File: config.mk
export PLATFORM = sky130hd
export DESIGN_NAME = hispi_align_ctrl
export DESIGN_NICKNAME = d
export VERILOG_FILES = /design/src/rtl/hispi_align_ctrl.sv
export SDC_FILE = /design/constraint.sdc
export NUM_CORES = 1
export LEC_CHECK = 0
export ABC_AREA = 1
export CAP_MARGIN = 20
export CORE_ASPECT_RATIO = 0.6
export CORE_MARGIN = 1.5
export CORE_UTILIZATION = 45
export CTS_CLUSTER_DIAMETER = 150
export DETAILED_ROUTE_END_ITERATION = 10
export GPL_TIMING_DRIVEN = 0
export PLACE_DENSITY = 0.79
export SLEW_MARGIN = 25
export SYNTH_ARGS = -nofsm -noshare
export SYNTH_HDL_FRONTEND = slang
export SYNTH_SLANG_ARGS = --single-unit
File: constraint.sdc
create_clock -name clk -period 4.5 [get_ports clk]
set_clock_uncertainty 0.1 [all_clocks]
set_input_delay 0.45 -clock clk [delete_from_list [all_inputs] [get_ports clk]]
set_output_delay 0.45 -clock clk [all_outputs]
set_load 0.02 [all_outputs]
File: src/rtl/hispi_align_ctrl.sv
// Word-alignment training controller for the HiSPi deserializer lanes.
// Trains lanes in order by pulsing per-lane bitslip until the recovered word matches TRAIN_PATTERN.
//
// state   | meaning
// S_IDLE  | waiting for a rising edge on i_bitslip_en
// S_WAIT  | letting the deserializer pipeline settle after a slip or lane change
// S_CHECK | comparing the current lane word against TRAIN_PATTERN
// S_SLIP  | one-cycle bitslip pulse on the current lane
// S_NEXT  | current lane finished (locked or failed), advance or finish
// S_DONE  | training complete, status flags valid
module hispi_align_ctrl #(
   parameter int                     CHANNEL_NUM   = 4,
   parameter int                     DESER_WIDTH   = 6,
   parameter logic [DESER_WIDTH-1:0] TRAIN_PATTERN = 6'b111000,
   parameter int                     MATCH_COUNT   = 16,
   parameter int                     SLIP_WAIT     = 4,
   parameter int                     MAX_SLIP      = 12
) (
   input  logic                               clk,
   input  logic                               reset,
   input  logic                               i_bitslip_en,
   input  logic [DESER_WIDTH*CHANNEL_NUM-1:0] iv_data,
   output logic [CHANNEL_NUM-1:0]             ov_bitslip,
   output logic [CHANNEL_NUM-1:0]             ov_chan_locked,
   output logic                               o_bitslip_done,
   output logic                               o_train_fail
);

   localparam int CH_W = (CHANNEL_NUM > 1) ? $clog2(CHANNEL_NUM) : 1;
   localparam logic [CH_W-1:0]        CH_LAST   = CH_W'(CHANNEL_NUM - 1);
   localparam logic [7:0]             MATCH_TOP = 8'(MATCH_COUNT - 1);
   localparam logic [7:0]             SLIP_MAX  = 8'(MAX_SLIP);
   localparam logic [3:0]             WAIT_LOAD = 4'(SLIP_WAIT);
   localparam logic [CHANNEL_NUM-1:0] ONE_HOT0  = CHANNEL_NUM'(1);

   typedef enum logic [2:0] {
      S_IDLE,
      S_WAIT,
      S_CHECK,
      S_SLIP,
      S_NEXT,
      S_DONE
   } state_t;

   state_t                           state;
   logic [DESER_WIDTH*CHANNEL_NUM-1:0] data_r;
   logic                             en_d;
   logic [CH_W-1:0]                  ch;
   logic [7:0]                       match_cnt;
   logic [7:0]                       slip_cnt;
   logic [3:0]                       wait_cnt;
   logic [DESER_WIDTH-1:0]           lane_word;
   logic                             lane_match;
   logic                             start;

   assign start = i_bitslip_en & ~en_d;

   always_comb begin
      lane_word = '0;
      for (int c = 0; c < CHANNEL_NUM; c++) begin
         if (ch == CH_W'(c)) lane_word = data_r[c*DESER_WIDTH +: DESER_WIDTH];
      end
      lane_match = (lane_word == TRAIN_PATTERN);
   end

   always_ff @(posedge clk or posedge reset) begin
      if (reset) begin
         state          <= S_IDLE;
         data_r         <= '0;
         en_d           <= 1'b0;
         ch             <= '0;
         match_cnt      <= '0;
         slip_cnt       <= '0;
         wait_cnt       <= '0;
         ov_bitslip     <= '0;
         ov_chan_locked <= '0;
         o_bitslip_done <= 1'b0;
         o_train_fail   <= 1'b0;
      end else begin
         data_r     <= iv_data;
         en_d       <= i_bitslip_en;
         ov_bitslip <= '0;
         case (state)
            S_IDLE: begin
               if (start) begin
                  ov_chan_locked <= '0;
                  o_bitslip_done <= 1'b0;
                  o_train_fail   <= 1'b0;
                  ch             <= '0;
                  match_cnt      <= '0;
                  slip_cnt       <= '0;
                  wait_cnt       <= WAIT_LOAD;
                  state          <= S_WAIT;
               end
            end
            S_DONE: begin
               // Status and lock flags stay put until the next start.
               if (!i_bitslip_en) state <= S_IDLE;
            end
            default: begin
               if (!i_bitslip_en) begin
                  ov_chan_locked <= '0;
                  ch             <= '0;
                  match_cnt      <= '0;
                  slip_cnt       <= '0;
                  wait_cnt       <= '0;
                  state          <= S_IDLE;
               end else begin
                  case (state)
                     S_WAIT: begin
                        if (wait_cnt <= 4'd1) begin
                           match_cnt <= '0;
                           state     <= S_CHECK;
                        end else begin
                           wait_cnt <= wait_cnt - 4'd1;
                        end
                     end
                     S_CHECK: begin
                        if (lane_match) begin
                           if (match_cnt >= MATCH_TOP) begin
                              ov_chan_locked[ch] <= 1'b1;
                              state              <= S_NEXT;
                           end else begin
                              match_cnt <= match_cnt + 8'd1;
                           end
                        end else if (slip_cnt >= SLIP_MAX) begin
                           state <= S_NEXT;
                        end else begin
                           ov_bitslip <= ONE_HOT0 << ch;
                           state      <= S_SLIP;
                        end
                     end
                     S_SLIP: begin
                        slip_cnt <= slip_cnt + 8'd1;
                        wait_cnt <= WAIT_LOAD;
                        state    <= S_WAIT;
                     end
                     S_NEXT: begin
                        slip_cnt  <= '0;
                        match_cnt <= '0;
                        if (ch == CH_LAST) begin
                           o_bitslip_done <= &ov_chan_locked;
                           o_train_fail   <= ~&ov_chan_locked;
                           state          <= S_DONE;
                        end else begin
                           ch       <= ch + CH_W'(1);
                           wait_cnt <= WAIT_LOAD;
                           state    <= S_WAIT;
                        end
                     end
                     default: state <= S_IDLE;
                  endcase
               end
            end
         endcase
      end
   end

endmodule

Yosys cells after proc, flatten, opt, wreduce, memory -nomap -nowiden:

Cells that the tools add are included.
Widths: inputs -> output; s select.

* bits in registers: 60
* bits of input ports: 27
* output and inout port bits: 10
* logic and storage cells: 123

* $add $sub $neg: 4
* magnitude comparators: 5
* eq/ne operators: 25
* shifts and indexed selects: 1
* multiplexer cells: 57
* bitwise operators: 4
* reduce and logical (&&, ||, !) cells: 16

Operators with widths (count)
* $mux 4: 14
* $mux 8: 6
* $pmux 8 s2: 3
* $mux 3: 8
* $mux 6: 4
* $pmux 8 s3: 1
* $add 8x1->8 const B: 2
* $ge 8x4->1 const B: 2
* $ne 4x4->1 const B: 4
* $pmux 4 s2: 2
* $reduce_and 5->1: 3
* $ne 3x1->1 const B: 4
* $pmux 3 s4: 1
* $pmux 4 s3: 1
* $reduce_and 4->1: 3
* $ne 5x1->1 const B: 2
* $mux 1: 8
* $mux 2: 4
* $eq 3x2->1 const B: 2
* $eq 3x3->1 const B: 2
* $eq 6x6->1 const B: 1
* $pmux 3 s2: 1
* $reduce_and 6->1: 1
* $reduce_bool 2->1: 3
* other kinds (26): 30

Longest topological paths before layout:

Gate-level depths: netlist (run 1).

* depth after elaboration: 10
* depth in mapped cells: 15
* gate-level depth less buffers: 15

Worst setup path before layout (run 1):

No wires, ideal clock.

* kind: reg2reg
* from: register ch[0]
* to: register match_cnt[3]
* setup time: 0.065 ns
* arrival: 1.558 ns
* required time: 4.335 ns
* setup slack: 2.777 ns
* cell stages (with the launch flop): 15
* buffers on the path: 0
* clock period less this slack: 1.723 ns
* cells stage by stage: dfrtp_1 inv_1 ha_1 inv_1 nor2_1 nand2_1 nor2_1 nor2_1 nand2_1 nand2_1 nor2_1 nand2_4 nand2_4 nand2_1 nand2_1

* longest elaborated chain between the ends: 8
* elaborated cells between the ends (all ways): 11
* classes of those cells: eq/ne: 5; mux: 4; reduce/logical: 2

RTL lines
* from (decl): RTL line 48 `logic [CH_W-1:0] ch;`
* from (signal assigned): RTL line 146 `ch <= ch + CH_W'(1);`
* $logic_not 2->1: RTL line 61 `if (ch == CH_W'(c)) lane_word = data_r[c*DESER_WIDTH +: DESER_WIDTH];`
* $mux 6 (3 in a row): RTL line 61
* $mux 6 *: RTL line 61
* $eq 6x6->1 *: RTL line 63 `lane_match = (lane_word == TRAIN_PATTERN);`
* $ne 4x4->1 (no line) *
* $reduce_and 6->1 (no line) *
* to (signal assigned): RTL line 124 `match_cnt <= match_cnt + 8'd1;`
* to (decl): RTL line 49 `logic [7:0] match_cnt;`

Mark *: on every way between the ends. The rest lies on a longest branch, timed or not.
A chain may end at the register's enable or synchronous reset.

Worst setup path in the final report (run 1):

* from: register ch[0]
* to: register match_cnt[2]

Same word-level chain as after synthesis.

==> impl_metrics.toml, run 1 <==
[critical_path]
path_cells = "inv_1 > ha_1 > nand2_1 > nor2_1 > nand2_1 > nand2_1 > nand2_1 > nand2_1 > nand2_1 > nor2_1 > nand2_4 > nand3_1 > nand2_1"
cp_data_arrival_time_ps = 2210
cpPeakStageDelay_ps = 410
cp.required_ps = 4630
worst_path_max_delay_cell = "dfrtp_1"
crit_fanout = 5
endpoint = "match_cnt[2]"
cp-end-kind = "flop"
rrSetupSlack_ps = 2420
crit_type = "flop to flop"
critPathLaunch = "ch[0]"
cp_common_cell = "nand2_1"
r2r.worst_path.cells = 13
setup.worst_path.start_class = "flop"
timing.rr.end = "match_cnt[2]"
reg2reg_from = "ch[0]"

[global_route]
antenna_found_initial = 0
grt_pass1_vias = 2031
grt_usage = 0.194
grt_max_degree = 43
grt_pass1_wl_um = 9390
gr-total-overflow = 0

[timing]
hold_viol = 0
post-route-period-util = 0.462
max_slew_margin = 0.559
rsz0062_at_grt = "false"
max_clock_freq_ghz = 0.481
finalSetupTns_ps = 0
whs_ps = 290
finalSetupViolations = 0
final-max-slew-violation-count = 0
worst_pin_slew_ps = 655
period_minus_slack_ps = 2080

[clock_tree]
cts.sinks = 60
cts.repair.resized = 0
postCtsHoldBufs = 0
path_clk_slew_ps = 70
cts_inserted_buffers = 9
ctsHtreeMaxLevel = 3
cts_buffer_depth = 2
root_buffer = "clkbuf_8"
insertion_delay_ps = 350
cts_tree = "built"
postCtsSetupRepairBufs = 0

[synthesis]
synth_area_leaders = "dfrtp_1 (55%), nand2_1 (8.0%), inv_1 (6.0%), nor2_1 (5.7%), nand3_1 (4.6%)"
yosys.cell_types.count = 30
yosysMostFrequentCell = "dfrtp_1"
synthArstFlopShare = 1.00
syn_nets = 336
synthAdderAreaFrac = 0.0416
synthFlopType = "dfrtp_1"
synth_cells = 300
synth-seq-cells = 60
synth.yosys.warnings = 0
syn_avg_cell_area_um2 = 9.02
synth_edf_count = 0
yosysTopAreaCellShare = 0.555
synth_compound_area_frac = 0.0689
synth_area_um2 = 2710
synth_top_area_cell = "dfrtp_1"
synth.area.mux_share = 0.00416
synth_top_family_by_area = "simple AND/OR/NAND/NOR gates"
synth_simple_gate_area_frac = 0.257
synth_top_cells_by_count = "dfrtp_1 (60), nand2_1 (58), inv_1 (43)"
synthXorXnorAreaFrac = 0.00647
yosysSeqAreaShare = 0.555

[power_and_ir_drop]
p_leak_nw = 1.63
irDropWorstVdd_mv = 0.239
power.switching_mw = 0.539
clkPwrFrac = 0.323
p_int_mw = 1.04
power_density_nw_per_um2 = 465
combPwrFrac = 0.282
seqPwrFrac = 0.394
swShare = 0.341

[detailed_routing]
vias = 2122
drt_pass1_iterations = 4
drt-initial-drc-count = 134
wl_per_cell_um = 13.1
drt.antenna.violating_nets = 0
drt_wl_total_um = 5670
drc = 0
via_per_inst = 4.91

[finish]
seq_area_um2 = 1500
finalNetCount = 384
final_cells = 432
fillCellCount = 507
multiInputGateArea_um2 = 1020
diodes = 0
drive_gt1_frac = 0.0994
area_delta_synth_final_pct = 25.6
utilization = 0.599

[hold_path]
hp-class = "input port to async pin"

[die]
die_h_um = 63.1
core-area_um2 = 5680
rows = 21
die-area_um2 = 6500
die_w_um = 103
start_util = 0.477
ios = 37

[placed_design]
port_buffers = 36
routabilityCongestion = 0.864
place_hpwl_um = 4050
dp_cells = 417

[job]
cap_violations = 0

[run_status]
status = "complete, no violations"
state kept, by name, indices dropped and copies added (netlist names):
| register | count |
|---|---|
| ov_chan_locked | 4 |
| slip_cnt | 8 |
| en_d | 1 |
| data_r | 24 |
| o_bitslip_done | 1 |
| wait_cnt | 4 |
| ch | 2 |
| state | 3 |
| o_train_fail | 1 |
| ov_bitslip | 4 |
| match_cnt | 8 |
final cells by class:
type	instances	area share
sequential	60	0.442
multi-input combinational	193	0.301
timing repair buffer	37	0.112
inverter	46	0.0523
clock buffer	12	0.0486
tap	80	0.0295
clock inverter	3	0.0129
buffer	1	0.00221
routing by layer:
metal  vias up  wire length [µm]  global-route usage
li1       1053                 -                   -
met1       976              2740               0.286
met2        76              2340               0.258
met3        17               479              0.0599
met4         0               119              0.0878
met5         -                 0                   0
cell usage in the layout, fill, tap and decap left out, drive strengths merged, types with 2 or more instances in the layout:
cell	n
o21a	3
ha	9
dfrtp	60
nor3	5
a21oi	11
nor2	45
clkbuf	12
o31ai	3
nand3	26
nor4	2
inv	47
nor3b	2
buf	2
nand4	4
o21ai	13
nand2	63
clkdlybuf4s50	36
worst min path at each step:
stage	start	to	depth (start not counted)
after global placement	match_cnt[5]	match_cnt[5]	2
after CTS	reset	wait_cnt[0]	2
after global routing	reset	slip_cnt[2]	2
final	reset	wait_cnt[0]	2
after floorplan	match_cnt[5]	match_cnt[5]	2
after detailed placement	match_cnt[5]	match_cnt[5]	2
worst max-delay path: cells and delay by family, from the launching register on:
family        cells  cell delay, ps
buf+inv           1             130
flops             1             410
simple gates     11            1100
fa+ha+maj         1             240
kinds of logic (layout without fill, tap and decap cells):
logic type | count (synthesis) | count (layout)
muxes | 1 | 1
adders and majority gates | 9 | 9
and+or+nand+nor | 149 | 149
buffers and inverters | 47 | 99
AOI/OAI and AO/OA | 32 | 32
DFF | 60 | 60
xor gates and xnor gates | 2 | 2
metrics by stage:
step / worst slack, ps / power, mW / cell area [µm²]
after floorplan: 2470 / 0.950 / 2710
after global placement: 1460 / 1.05 / 3170
after detailed placement: 2220 / 1.07 / 3190
after CTS: 2430 / 1.59 / 3400
after global routing: 2170 / 1.68 / 3400
final: 2420 / 1.58 / 3400
power groups by stage:
stage / logic [mW] / clock network [mW] / registers (mW)
finish: 0.446 / 0.510 / 0.623
global route: 0.504 / 0.544 / 0.627
CTS: 0.444 / 0.521 / 0.622
detailed placement: 0.439 / 0 / 0.631
global placement: 0.422 / 0 / 0.629
floorplan: 0.321 / 0 / 0.629
Note: power is estimated with default switching activity, not from simulation.
==> run 2: changes to the inputs <==
--- a/config.mk
+++ b/config.mk
@@ -13,7 +13,7 @@
 export CTS_CLUSTER_DIAMETER = 150
 export DETAILED_ROUTE_END_ITERATION = 10
 export GPL_TIMING_DRIVEN = 0
-export PLACE_DENSITY = 0.79
+export PLACE_DENSITY = 0.81
 export SLEW_MARGIN = 25
 export SYNTH_ARGS = -nofsm -noshare
 export SYNTH_HDL_FRONTEND = slang
==> constraint.sdc (replaced) <==
create_clock -name clk -period 1.7 [get_ports clk]
set_clock_uncertainty 0.1 [all_clocks]
set_input_delay 0.17 -clock clk [delete_from_list [all_inputs] [get_ports clk]]
set_output_delay 0.17 -clock clk [all_outputs]
set_load 0.02 [all_outputs]
==> impl_metrics.toml, run 2 (synthesis results as in run 1) <==
[detailed_routing]
drt_pass1_iterations = 4
vias = 2278
drt.antenna.violating_nets = 0
top_layer = "met4"
drc = 0
wl_met1_um = 2840
wl_met3_um = 438
wl_per_cell_um = 14.3
via_per_inst = 5.10
drt-initial-drc-count = 206
drt_wl_total_um = 6390
wl_met2_um = 3020

[timing]
final-max-slew-violation-count = 0
rsz0062_at_grt = "true"
post-route-period-util = 1.11
whs_ps = 158
max_clock_freq_ghz = 0.529
setup_ws_ps = -192
max_slew_margin = 0.578
worst_pin_slew_ps = 632
period_minus_slack_ps = 1890
finalSetupViolations = 23
hold_viol = 0

[critical_path]
critPathLaunch = "ch[0]"
crit_fanout = 3
cp-end-kind = "flop"
cp.required_ps = 1830
reg2reg_from = "ch[0]"
cp_data_arrival_time_ps = 2020
r2r.worst_path.cells = 14
rrSetupSlack_ps = -190
crit_type = "flop to flop"
timing.rr.end = "state[2]"
setup.worst_path.start_class = "flop"

[global_route]
gr-total-overflow = 0
grt_usage = 0.199
grt_pass1_wl_um = 9740
antenna_found_initial = 0
grt_pass1_vias = 2143
grt_max_degree = 35

[finish]
diodes = 0
reg.largest.list = "data_r (24), match_cnt (8), slip_cnt (8)"
final_common_cell = "dfrtp_1"
layout_common_cells = "dfrtp_1 (58), nand2_1 (52), inv_1 (36), clkdlybuf4s50_1 (36), nor2_1 (34)"
largest_reg_flops = 24
finalNetCount = 398
area_delta_synth_final_pct = 36.8
final_area_um2 = 3700
top_register = "data_r"
fillCellCount = 442
drive_gt1_frac = 0.232

[clock_tree]
root_buffer = "clkbuf_8"
cts_tree = "built"
cts_buffer_depth = 2
postCtsHoldBufs = 0
cts.sinks = 60
insertion_delay_ps = 340
path_clk_slew_ps = 70
cts_inserted_buffers = 9
ctsHtreeMaxLevel = 3

[run_status]
status = "finished with violations"
violations = "negative setup slack"

[power_and_ir_drop]
irDropWorstVdd_mv = 0.541
power_mw = 4.46
p_leak_nw = 1.72
power_density_nw_per_um2 = 1200

[die]
die_h_um = 63.1
core-area_um2 = 5680
ios = 37
die-area_um2 = 6500
die_w_um = 103
rows = 21
start_util = 0.477

[placed_design]
place_hpwl_um = 4050
port_buffers = 36
placedInstanceArea_um2 = 3190
routabilityCongestion = 0.861

[hold_path]
hp-class = "input port to async pin"

[job]
cap_violations = 0
==> run 2: cell count changes in the layout (fill, tap and decap cells not counted), sizes merged <==
cell / before / now
buf: 2 / 15
bufinv: 1 / 0
clkbuf: 12 / 11
clkinvlp: 0 / 4
inv: 47 / 46
nor2: 45 / 46
==> run 2: power by group <==
group          switching [mW]  internal [mW]  total, mW
Combinational           0.990          0.640       1.63
Sequential              0.119           1.56       1.68
Clock                   0.583          0.570       1.15
Total                    1.69           2.77       4.46
==> run 2: final cells by class <==
type	instances	area [µm²]	area share
sequential	60	1500	0.406
tap	80	100	0.0270
clock buffer	11	141	0.0382
clock inverter	5	36.3	0.00980
multi-input combinational	194	1230	0.333
timing repair buffer	50	494	0.133
inverter	46	186	0.0504
buffer	1	7.51	0.00203
==> run 2: worst max path at each step <==
| stage | to |
|---|---|
| 2_1_floorplan | match_cnt[3] |
| 3_3_place_gp | ch[1] |
| 3_5_place_dp | wait_cnt[2] |
| 4_1_cts | match_cnt[3] |
| 5_1_grt | state[2] |
| 6_report | state[2] |
==> run 2: layer usage <==
metal / vias to the layer above / GRT usage
met5: - / 0
met4: 0 / 0.0760
met3: 11 / 0.0677
met2: 82 / 0.297
met1: 1102 / 0.269
li1: 1083 / -
==> run 2: critical path, stage by stage (launching register included) <==
cell     delay (ps)
dfrtp_2         460
inv_4           100
ha_4            160
inv_4            40
nor2_4           70
nand2_1          50
nor2_1          100
nor2_1           60
nand2_2          90
buf_4           110
nand4_1          90
nand2_1         140
nor2_2           60
nand2_1          80
nand2_1          60
==> run 2: per-stage QoR <==
step / setup TNS [ps] / instances / setup WS (ps) / util
floorplan: 0 / 300 / 29.7 / -
global placement: -6140 / 416 / -296 / 0.559
detailed placement: -7170 / 417 / -309 / 0.563
CTS: -1460 / 439 / -145 / 0.616
global route: -5410 / 447 / -304 / 0.652
finish: -2360 / 447 / -192 / 0.652
==> run 2: what timing repair did <==
action | CTS | global route
gates resized for setup | 22 | 35
setup endpoints to repair | 19 | 33
gates cloned | 0 | 1
buffers inserted | 6 | 7
pin swaps | 7 | 16
